### src/rtl/key_input_decoder_pkg.sv
// Shared codes for the piano input front end: note numbers, octave encodings,
// button indices and the per-bit debounce state type.
package key_input_decoder_pkg;

  localparam logic [3:0] NOTE_NONE = 4'd0;
  localparam logic [3:0] NOTE_DO   = 4'd1;
  localparam logic [3:0] NOTE_RE   = 4'd2;
  localparam logic [3:0] NOTE_MI   = 4'd3;
  localparam logic [3:0] NOTE_FA   = 4'd4;
  localparam logic [3:0] NOTE_SOL  = 4'd5;
  localparam logic [3:0] NOTE_LA   = 4'd6;
  localparam logic [3:0] NOTE_SI   = 4'd7;

  localparam logic [1:0] OCT_MID  = 2'b00;
  localparam logic [1:0] OCT_LOW  = 2'b01;
  localparam logic [1:0] OCT_HIGH = 2'b10;

  localparam int BTN_PREV  = 0;
  localparam int BTN_PAUSE = 1;
  localparam int BTN_NEXT  = 2;

  typedef enum logic {
    ST_STABLE,
    ST_COUNTING
  } db_state_e;

  // key[6] is do (code 1) down to key[0] si (code 7); scanning upward lets the
  // highest pressed index overwrite lower ones.
  function automatic logic [3:0] encode_note(input logic [6:0] k);
    logic [3:0] code;
    code = NOTE_NONE;
    for (int i = 0; i < 7; i++) begin
      if (k[i]) code = 4'(7 - i);
    end
    return code;
  endfunction

  function automatic logic [1:0] decode_octave(input logic [1:0] p);
    logic [1:0] oct;
    case (p)
      2'b01:   oct = OCT_LOW;
      2'b10:   oct = OCT_HIGH;
      default: oct = OCT_MID;
    endcase
    return oct;
  endfunction

endpackage

### src/rtl/key_input_decoder_if.sv
// Board-side inputs and conditioned outputs of the piano input decoder.
interface key_input_decoder_if;
  logic [6:0] key;
  logic [2:0] button;
  logic [1:0] pitch;
  logic [3:0] note_code;
  logic [1:0] octave;
  logic       note_start;
  logic       note_end;
  logic [2:0] btn_level;
  logic [2:0] btn_pulse;

  modport master (
    output key, button, pitch,
    input  note_code, octave, note_start, note_end, btn_level, btn_pulse
  );

  modport slave (
    input  key, button, pitch,
    output note_code, octave, note_start, note_end, btn_level, btn_pulse
  );
endinterface

### src/rtl/key_input_decoder_debounce_cell.sv
// One-bit conditioner: 2-FF synchroniser followed by a counter that accepts a
// level change only after DB_CYCLES consecutive differing samples.
module debounce_cell
  import key_input_decoder_pkg::*;
#(
  parameter int DB_CYCLES = 2_000_000,
  parameter int CNT_W     = 21
) (
  input  logic clk,
  input  logic rst,
  input  logic din,
  output logic dout
);

  logic             sync_p0, sync_p1;
  db_state_e        state, state_n;
  logic [CNT_W-1:0] cnt, cnt_n;
  logic             level, level_n;

  always_ff @(posedge clk or posedge rst) begin
    if (rst) begin
      sync_p0 <= 1'b0;
      sync_p1 <= 1'b0;
      state   <= ST_STABLE;
      cnt     <= '0;
      level   <= 1'b0;
    end else begin
      sync_p0 <= din;
      sync_p1 <= sync_p0;
      state   <= state_n;
      cnt     <= cnt_n;
      level   <= level_n;
    end
  end

  // The first differing sample counts as 1, so the toggle lands on the
  // DB_CYCLES-th consecutive differing sample.
  always_comb begin
    state_n = state;
    cnt_n   = cnt;
    level_n = level;
    case (state)
      ST_STABLE: begin
        cnt_n = '0;
        if (sync_p1 != level) begin
          state_n = ST_COUNTING;
          cnt_n   = CNT_W'(1);
        end
      end
      ST_COUNTING: begin
        if (sync_p1 == level) begin
          state_n = ST_STABLE;
          cnt_n   = '0;
        end else if (cnt == CNT_W'(DB_CYCLES - 1)) begin
          state_n = ST_STABLE;
          cnt_n   = '0;
          level_n = ~level;
        end else begin
          cnt_n = cnt + CNT_W'(1);
        end
      end
      default: begin
        state_n = ST_STABLE;
        cnt_n   = '0;
      end
    endcase
  end

  assign dout = level;

endmodule

### src/rtl/key_input_decoder.sv
// Piano input front end: debounces keys, buttons and octave switches, then
// registers the encoded note, octave and press/release pulses.
module key_input_decoder
  import key_input_decoder_pkg::*;
#(
  parameter int DB_CYCLES = 2_000_000,
  parameter int CNT_W     = 21
) (
  input logic                 clk,
  input logic                 rst,
  key_input_decoder_if.slave  bus
);

  logic [11:0] raw, db;
  logic [6:0]  key_db;
  logic [2:0]  btn_db;
  logic [1:0]  pitch_db;

  assign raw = {bus.pitch, bus.button, bus.key};

  for (genvar g = 0; g < 12; g++) begin : g_db
    debounce_cell #(
      .DB_CYCLES(DB_CYCLES),
      .CNT_W    (CNT_W)
    ) u_cell (
      .clk (clk),
      .rst (rst),
      .din (raw[g]),
      .dout(db[g])
    );
  end

  assign key_db   = db[6:0];
  assign btn_db   = db[9:7];
  assign pitch_db = db[11:10];

  // Stage p0: combinational encode of the debounced levels
  logic [3:0] note_p0;
  logic [1:0] oct_p0;

  assign note_p0 = encode_note(key_db);
  assign oct_p0  = decode_octave(pitch_db);

  // Stage p1: registered outputs; pulses compare next note against current
  logic [3:0] note_p1;
  logic [1:0] oct_p1;
  logic       start_p1, end_p1;
  logic [2:0] btn_prev_p1, btn_pulse_p1;

  always_ff @(posedge clk or posedge rst) begin
    if (rst) begin
      note_p1      <= NOTE_NONE;
      oct_p1       <= OCT_MID;
      start_p1     <= 1'b0;
      end_p1       <= 1'b0;
      btn_prev_p1  <= '0;
      btn_pulse_p1 <= '0;
    end else begin
      note_p1      <= note_p0;
      oct_p1       <= oct_p0;
      start_p1     <= (note_p0 != NOTE_NONE) && (note_p0 != note_p1);
      end_p1       <= (note_p0 == NOTE_NONE) && (note_p1 != NOTE_NONE);
      btn_prev_p1  <= btn_db;
      btn_pulse_p1 <= btn_db & ~btn_prev_p1;
    end
  end

  assign bus.note_code  = note_p1;
  assign bus.octave     = oct_p1;
  assign bus.note_start = start_p1;
  assign bus.note_end   = end_p1;
  assign bus.btn_level  = {btn_db[BTN_NEXT], btn_db[BTN_PAUSE], btn_db[BTN_PREV]};
  assign bus.btn_pulse  = btn_pulse_p1;

endmodule

### src/flat_wrapper.sv
// flat-port wrapper written by rule: the top's interface ports become plain ports
module key_input_decoder_flat import key_input_decoder_pkg::*;
#(
  parameter int DB_CYCLES = 2_000_000,
  parameter int CNT_W     = 21
)
  (clk, rst, bus_key, bus_button, bus_pitch, bus_note_code, bus_octave, bus_note_start, bus_note_end, bus_btn_level, bus_btn_pulse);
  key_input_decoder_if bus_i ();
  input logic clk;
  input logic rst;
  input wire logic [$bits(bus_i.key)-1:0] bus_key;
  input wire logic [$bits(bus_i.button)-1:0] bus_button;
  input wire logic [$bits(bus_i.pitch)-1:0] bus_pitch;
  output wire logic [$bits(bus_i.note_code)-1:0] bus_note_code;
  output wire logic [$bits(bus_i.octave)-1:0] bus_octave;
  output wire logic [$bits(bus_i.note_start)-1:0] bus_note_start;
  output wire logic [$bits(bus_i.note_end)-1:0] bus_note_end;
  output wire logic [$bits(bus_i.btn_level)-1:0] bus_btn_level;
  output wire logic [$bits(bus_i.btn_pulse)-1:0] bus_btn_pulse;
  assign bus_i.key = bus_key;
  assign bus_i.button = bus_button;
  assign bus_i.pitch = bus_pitch;
  assign bus_note_code = bus_i.note_code;
  assign bus_octave = bus_i.octave;
  assign bus_note_start = bus_i.note_start;
  assign bus_note_end = bus_i.note_end;
  assign bus_btn_level = bus_i.btn_level;
  assign bus_btn_pulse = bus_i.btn_pulse;
  key_input_decoder #(.DB_CYCLES(DB_CYCLES), .CNT_W(CNT_W)) u_core (.clk(clk), .rst(rst), .bus(bus_i));
endmodule
### config.mk
export PLATFORM = sky130hd
export DESIGN_NAME = key_input_decoder_flat
export DESIGN_NICKNAME = d
export VERILOG_FILES = /design/src/rtl/key_input_decoder_pkg.sv /design/src/rtl/key_input_decoder_if.sv /design/src/rtl/key_input_decoder_debounce_cell.sv /design/src/rtl/key_input_decoder.sv /design/src/flat_wrapper.sv
export SDC_FILE = /design/constraint.sdc
export NUM_CORES = 1
export LEC_CHECK = 0
export CAP_MARGIN = 20
export CORE_MARGIN = 3
export CORE_UTILIZATION = 57
export CTS_CLUSTER_SIZE = 30
export DETAILED_ROUTE_END_ITERATION = 7
export GPL_ROUTABILITY_DRIVEN = 0
export HOLD_SLACK_MARGIN = 0.15
export PLACE_DENSITY = 0.87
export SETUP_SLACK_MARGIN = 0.2
export SYNTH_ARGS = -nofsm -noshare
export SYNTH_HDL_FRONTEND = slang
export SYNTH_HIERARCHICAL = 1
export SYNTH_SLANG_ARGS = --single-unit
### constraint.sdc
create_clock -name clk -period 2 [get_ports clk]
set_clock_uncertainty 0.15 [all_clocks]
set_input_delay 0.3 -clock clk [delete_from_list [all_inputs] [get_ports clk]]
set_output_delay 0.3 -clock clk [all_outputs]
set_load 0.05 [all_outputs]
==> reports/qor.txt <==
CP startpoint kind -> register
Starting Density -> 58.0%
EDFF count, synth -> 0
Critical-path cell list -> or3b_4, or4_4, o21bai_4, buf_6, o22ai_2
Hold_sp -> bus_button[1]
WP data required -> 2250 ps
Io pins -> 28
Final setup vio count -> 203
First-pass DRT Iterations -> 6
Clk pwr share -> 47.2%
R2r startpoint -> u_core/g_db[7].u_cell/cnt[16]
Vias in the first global route -> 14066
Fraction of registers with async set/reset -> 100%
PD cells -> 673 nW/um2
Share of cells above drive strength 1 -> 39.1%
FF-to-FF End -> u_core/g_db[7].u_cell/cnt[0]
CTS tree -> built
Fin area -> 20800 um2
Crit-path max cell delay -> 480 ps
Core area -> 26100 um2
Top cells by area, synth -> dfrtp_1 52%, nor2_1 4.8%, xnor2_1 4.7%, xor2_1 4.3%, nand3_1 3.0%
Post-synth top area share -> 51.7%
Worst-Skew Late Latency -> 530 ps
Vias -> 14150
CP Data Arrival Time -> 2360 ps
Util after Layout -> 79.7%
Antenna violations before repair -> 0
CP delay by family, top -> simple AND/OR/NAND/NOR gates
Synthesized Nets -> 1500
Root buf cell -> clkbuf_16
Met3 Use GR -> 4.74%
Seq/Total Area, Yosys -> 51.7%
DR iter-0 viols -> 1704
Post-Syn Instances -> 1474
WHS Endpoint -> u_core/g_db[8].u_cell/sync_p0
Final wirelength -> 51200 um
Cell Area, Placed -> 17100 um2
Final Hold Fails -> 0
Leakage -> 0.00828 uW
RSZ-0062 raised after global routing -> true
Slowest CP cell -> or4_4
Die X -> 169 um
Power Internal -> 10700 uW
H-Tree Depth -> 2
Largest fanout on the critical path -> 5
Period utilization -> 105%
Hold Path Stages -> 1
CTS max path bufs -> 3
Logic pwr share -> 6.6%
Met2 Use GR -> 56.1%
Clock sink count -> 313
Seq cells post-synth -> 313
Pin count of the biggest net entering global routing -> 26
First-pass GRT wire length -> 73100 um
Vias per inst -> 6.63
Remaining DRCs -> 0
R2R setup slack -> -110 ps
Routing usage on met1 -> 37.5%
Worst hold path type -> in -> reg
Crit Path Class -> reg -> reg
Worst-Margin Slew -> 625 ps
Sw Share -> 23.6%
Final critical path time including I/O delays and setup -> 2110 ps
Max-slew violation count -> 0
Worst setup margin -> -109 ps
Total GRT Usage -> 31.3%
Die Footprint -> 28600 um2
I/O Buffers -> 26
Num rows -> 59
Psw -> 3310 uW
Antenna diodes -> 0
Number of synthesis warnings -> 6
Violated checks -> setup timing
Final ANT Viol Nets -> 0
Library cells used by synthesis -> 49
CP Capture Type -> register
Most common cell after layout, fill and taps aside -> dfrtp_1
CTS Buf Count -> 34
Most common flop cell mapped by yosys -> dfrtp_1
Dominant cell type by area after synthesis -> dfrtp_1
Max-Cap Viols -> 0
Final nets -> 1802
WP buf/inv -> 1
Flop pwr share -> 46.2%
Gr ovfl total -> 0
Area of the mapped netlist -> 15200 um2
Reg clk slew, reported paths -> 60 ps
Worst VDD drop -> 0.704 mV
Most frequent cells in the layout -> 305 x dfrtp_1, 198 x buf_4, 92 x nor2_2, 91 x nand3_1, 79 x xnor2_1
Status -> complete, but fails checks
DR WL/cell -> 24.0 um
Top Usage Layer GRT -> met2
Layout area overhead -> 37.4%
Die Span Y -> 169 um
Hpwl dp -> 22400 um
Max transition margin -> 57.8%
Worst r2r path cells -> 5
Max Clk Rate -> 0.474 GHz
Synth Area per Inst -> 10.3 um2
cell usage after synthesis, types with 9 or more instances:
master / instances
nand4_2: 11
buf_2: 13
nand2_1: 87
or3_1: 61
a21oi_2: 11
and3_1: 10
o21ai_0: 50
and2_1: 10
xnor2_1: 81
nor2b_1: 9
nand2b_1: 13
ha_1: 12
nor4b_1: 11
or4_4: 11
o31ai_1: 36
nor4_1: 29
nor3_2: 11
nor3_1: 9
o21bai_4: 11
xor2_1: 74
buf_4: 15
nand3_1: 92
o22ai_1: 11
mux2_2: 10
dfrtp_1: 313
and4_1: 32
inv_1: 55
a21oi_1: 76
or3b_1: 12
nor2_1: 194
nand4_1: 36
or4_1: 39
nor4bb_1: 10
logic make-up (layout without fill, tap and decap cells):
kind of cell,Yosys count,count (layout),share of synthesized area [%]
DFF,313,313,51.7
and+or+nand+nor,691,691,25.8
other,1,1,0.0247
muxes,13,13,0.957
adders and majority gates,12,12,0.990
AOI/OAI and AO/OA,203,203,9.04
buffers and inverters,86,411,2.61
xor gates and xnor gates,155,155,8.95
final cells by class:
type,count,area [um2]
clock buffers,47,1000
clock inverters,12,141
fillers,1315,5300
inverters,56,210
multi-input cells,1075,8390
flip-flops and latches,313,7840
well taps,335,419
repair buffers,296,2820
routing by layer:
layer,wire [um],up-vias
met4,3030,0
met1,18200,6984
li1,-,5886
met5,0,-
met3,3730,313
met2,26300,967
stage by stage:
stage | power (uW) | setup TNS [ps] | instances | hold slack (ps) | worst slack (ps)
after floorplan | 6860 | 0 | 1474 | 27.0 | 18.4
after global placement | 7060 | 0 | 1968 | 183 | 42.2
after detailed placement | 7090 | -203 | 1968 | 187 | -65.2
after CTS | 13700 | -88.0 | 2114 | 154 | -29.6
after global routing | 14400 | -15020 | 2134 | 178 | -151
final | 14000 | -7820 | 2134 | 175 | -109
sequential cells by signal, summed over array words and instances, names as in the netlist:
| name | cells |
|---|---|
| u_core/bus.note_code | 3 |
| u_core/g_db.u_cell/state | 12 |
| u_core/g_db.u_cell/dout | 12 |
| u_core/bus.note_end | 1 |
| u_core/g_db.u_cell/sync_p1 | 12 |
| u_core/bus.octave | 2 |
| u_core/g_db.u_cell/cnt | 252 |
| u_core/g_db.u_cell/sync_p0 | 12 |
| u_core/btn_prev_p1 | 3 |
| u_core/bus.btn_pulse | 3 |
| u_core/bus.note_start | 1 |
what timing repair did:
action / 4_1_cts / 5_1_grt
hold buffers: 11 / 0
gates resized for setup: 294 / 174
endpoints found under the hold margin: 11 / 0
cloned: 15 / 1
setup endpoints to repair: 247 / 256
pin swaps: 26 / 21
buffers inserted: 61 / 19
worst register-to-register path, delay by kind of cell (launching register included):
kind | cells | cell delay [ps]
buf+inv | 1 | 180
compound gates | 2 | 340
flops | 1 | 420
simple gates | 2 | 890
power groups by stage:
stage	sequential, uW	clock, uW	combinational, uW
4_1_cts	6460	6470	768
2_1_floorplan	6560	0	304
5_1_grt	6480	6910	967
3_3_place_gp	6570	0	491
3_5_place_dp	6580	0	512
6_report	6480	6610	923
worst max-delay path by stage:
| stage | cells after the start | end | slack [ps] | startpoint |
|---|---|---|---|---|
| detailed placement | 5 | u_core/g_db[11].u_cell/dout | -70 | u_core/g_db[11].u_cell/cnt[0] |
| CTS | 5 | u_core/g_db[7].u_cell/cnt[0] | -30 | u_core/g_db[7].u_cell/cnt[16] |
| floorplan | 5 | u_core/g_db[9].u_cell/dout | 20 | u_core/g_db[9].u_cell/cnt[0] |
| global placement | 5 | u_core/g_db[9].u_cell/dout | 40 | u_core/g_db[9].u_cell/cnt[0] |
| global route | 6 | u_core/g_db[7].u_cell/cnt[0] | -150 | u_core/g_db[7].u_cell/cnt[0] |
| finish | 5 | u_core/g_db[7].u_cell/cnt[0] | -110 | u_core/g_db[7].u_cell/cnt[16] |
Power figures use the tool's default switching activity.
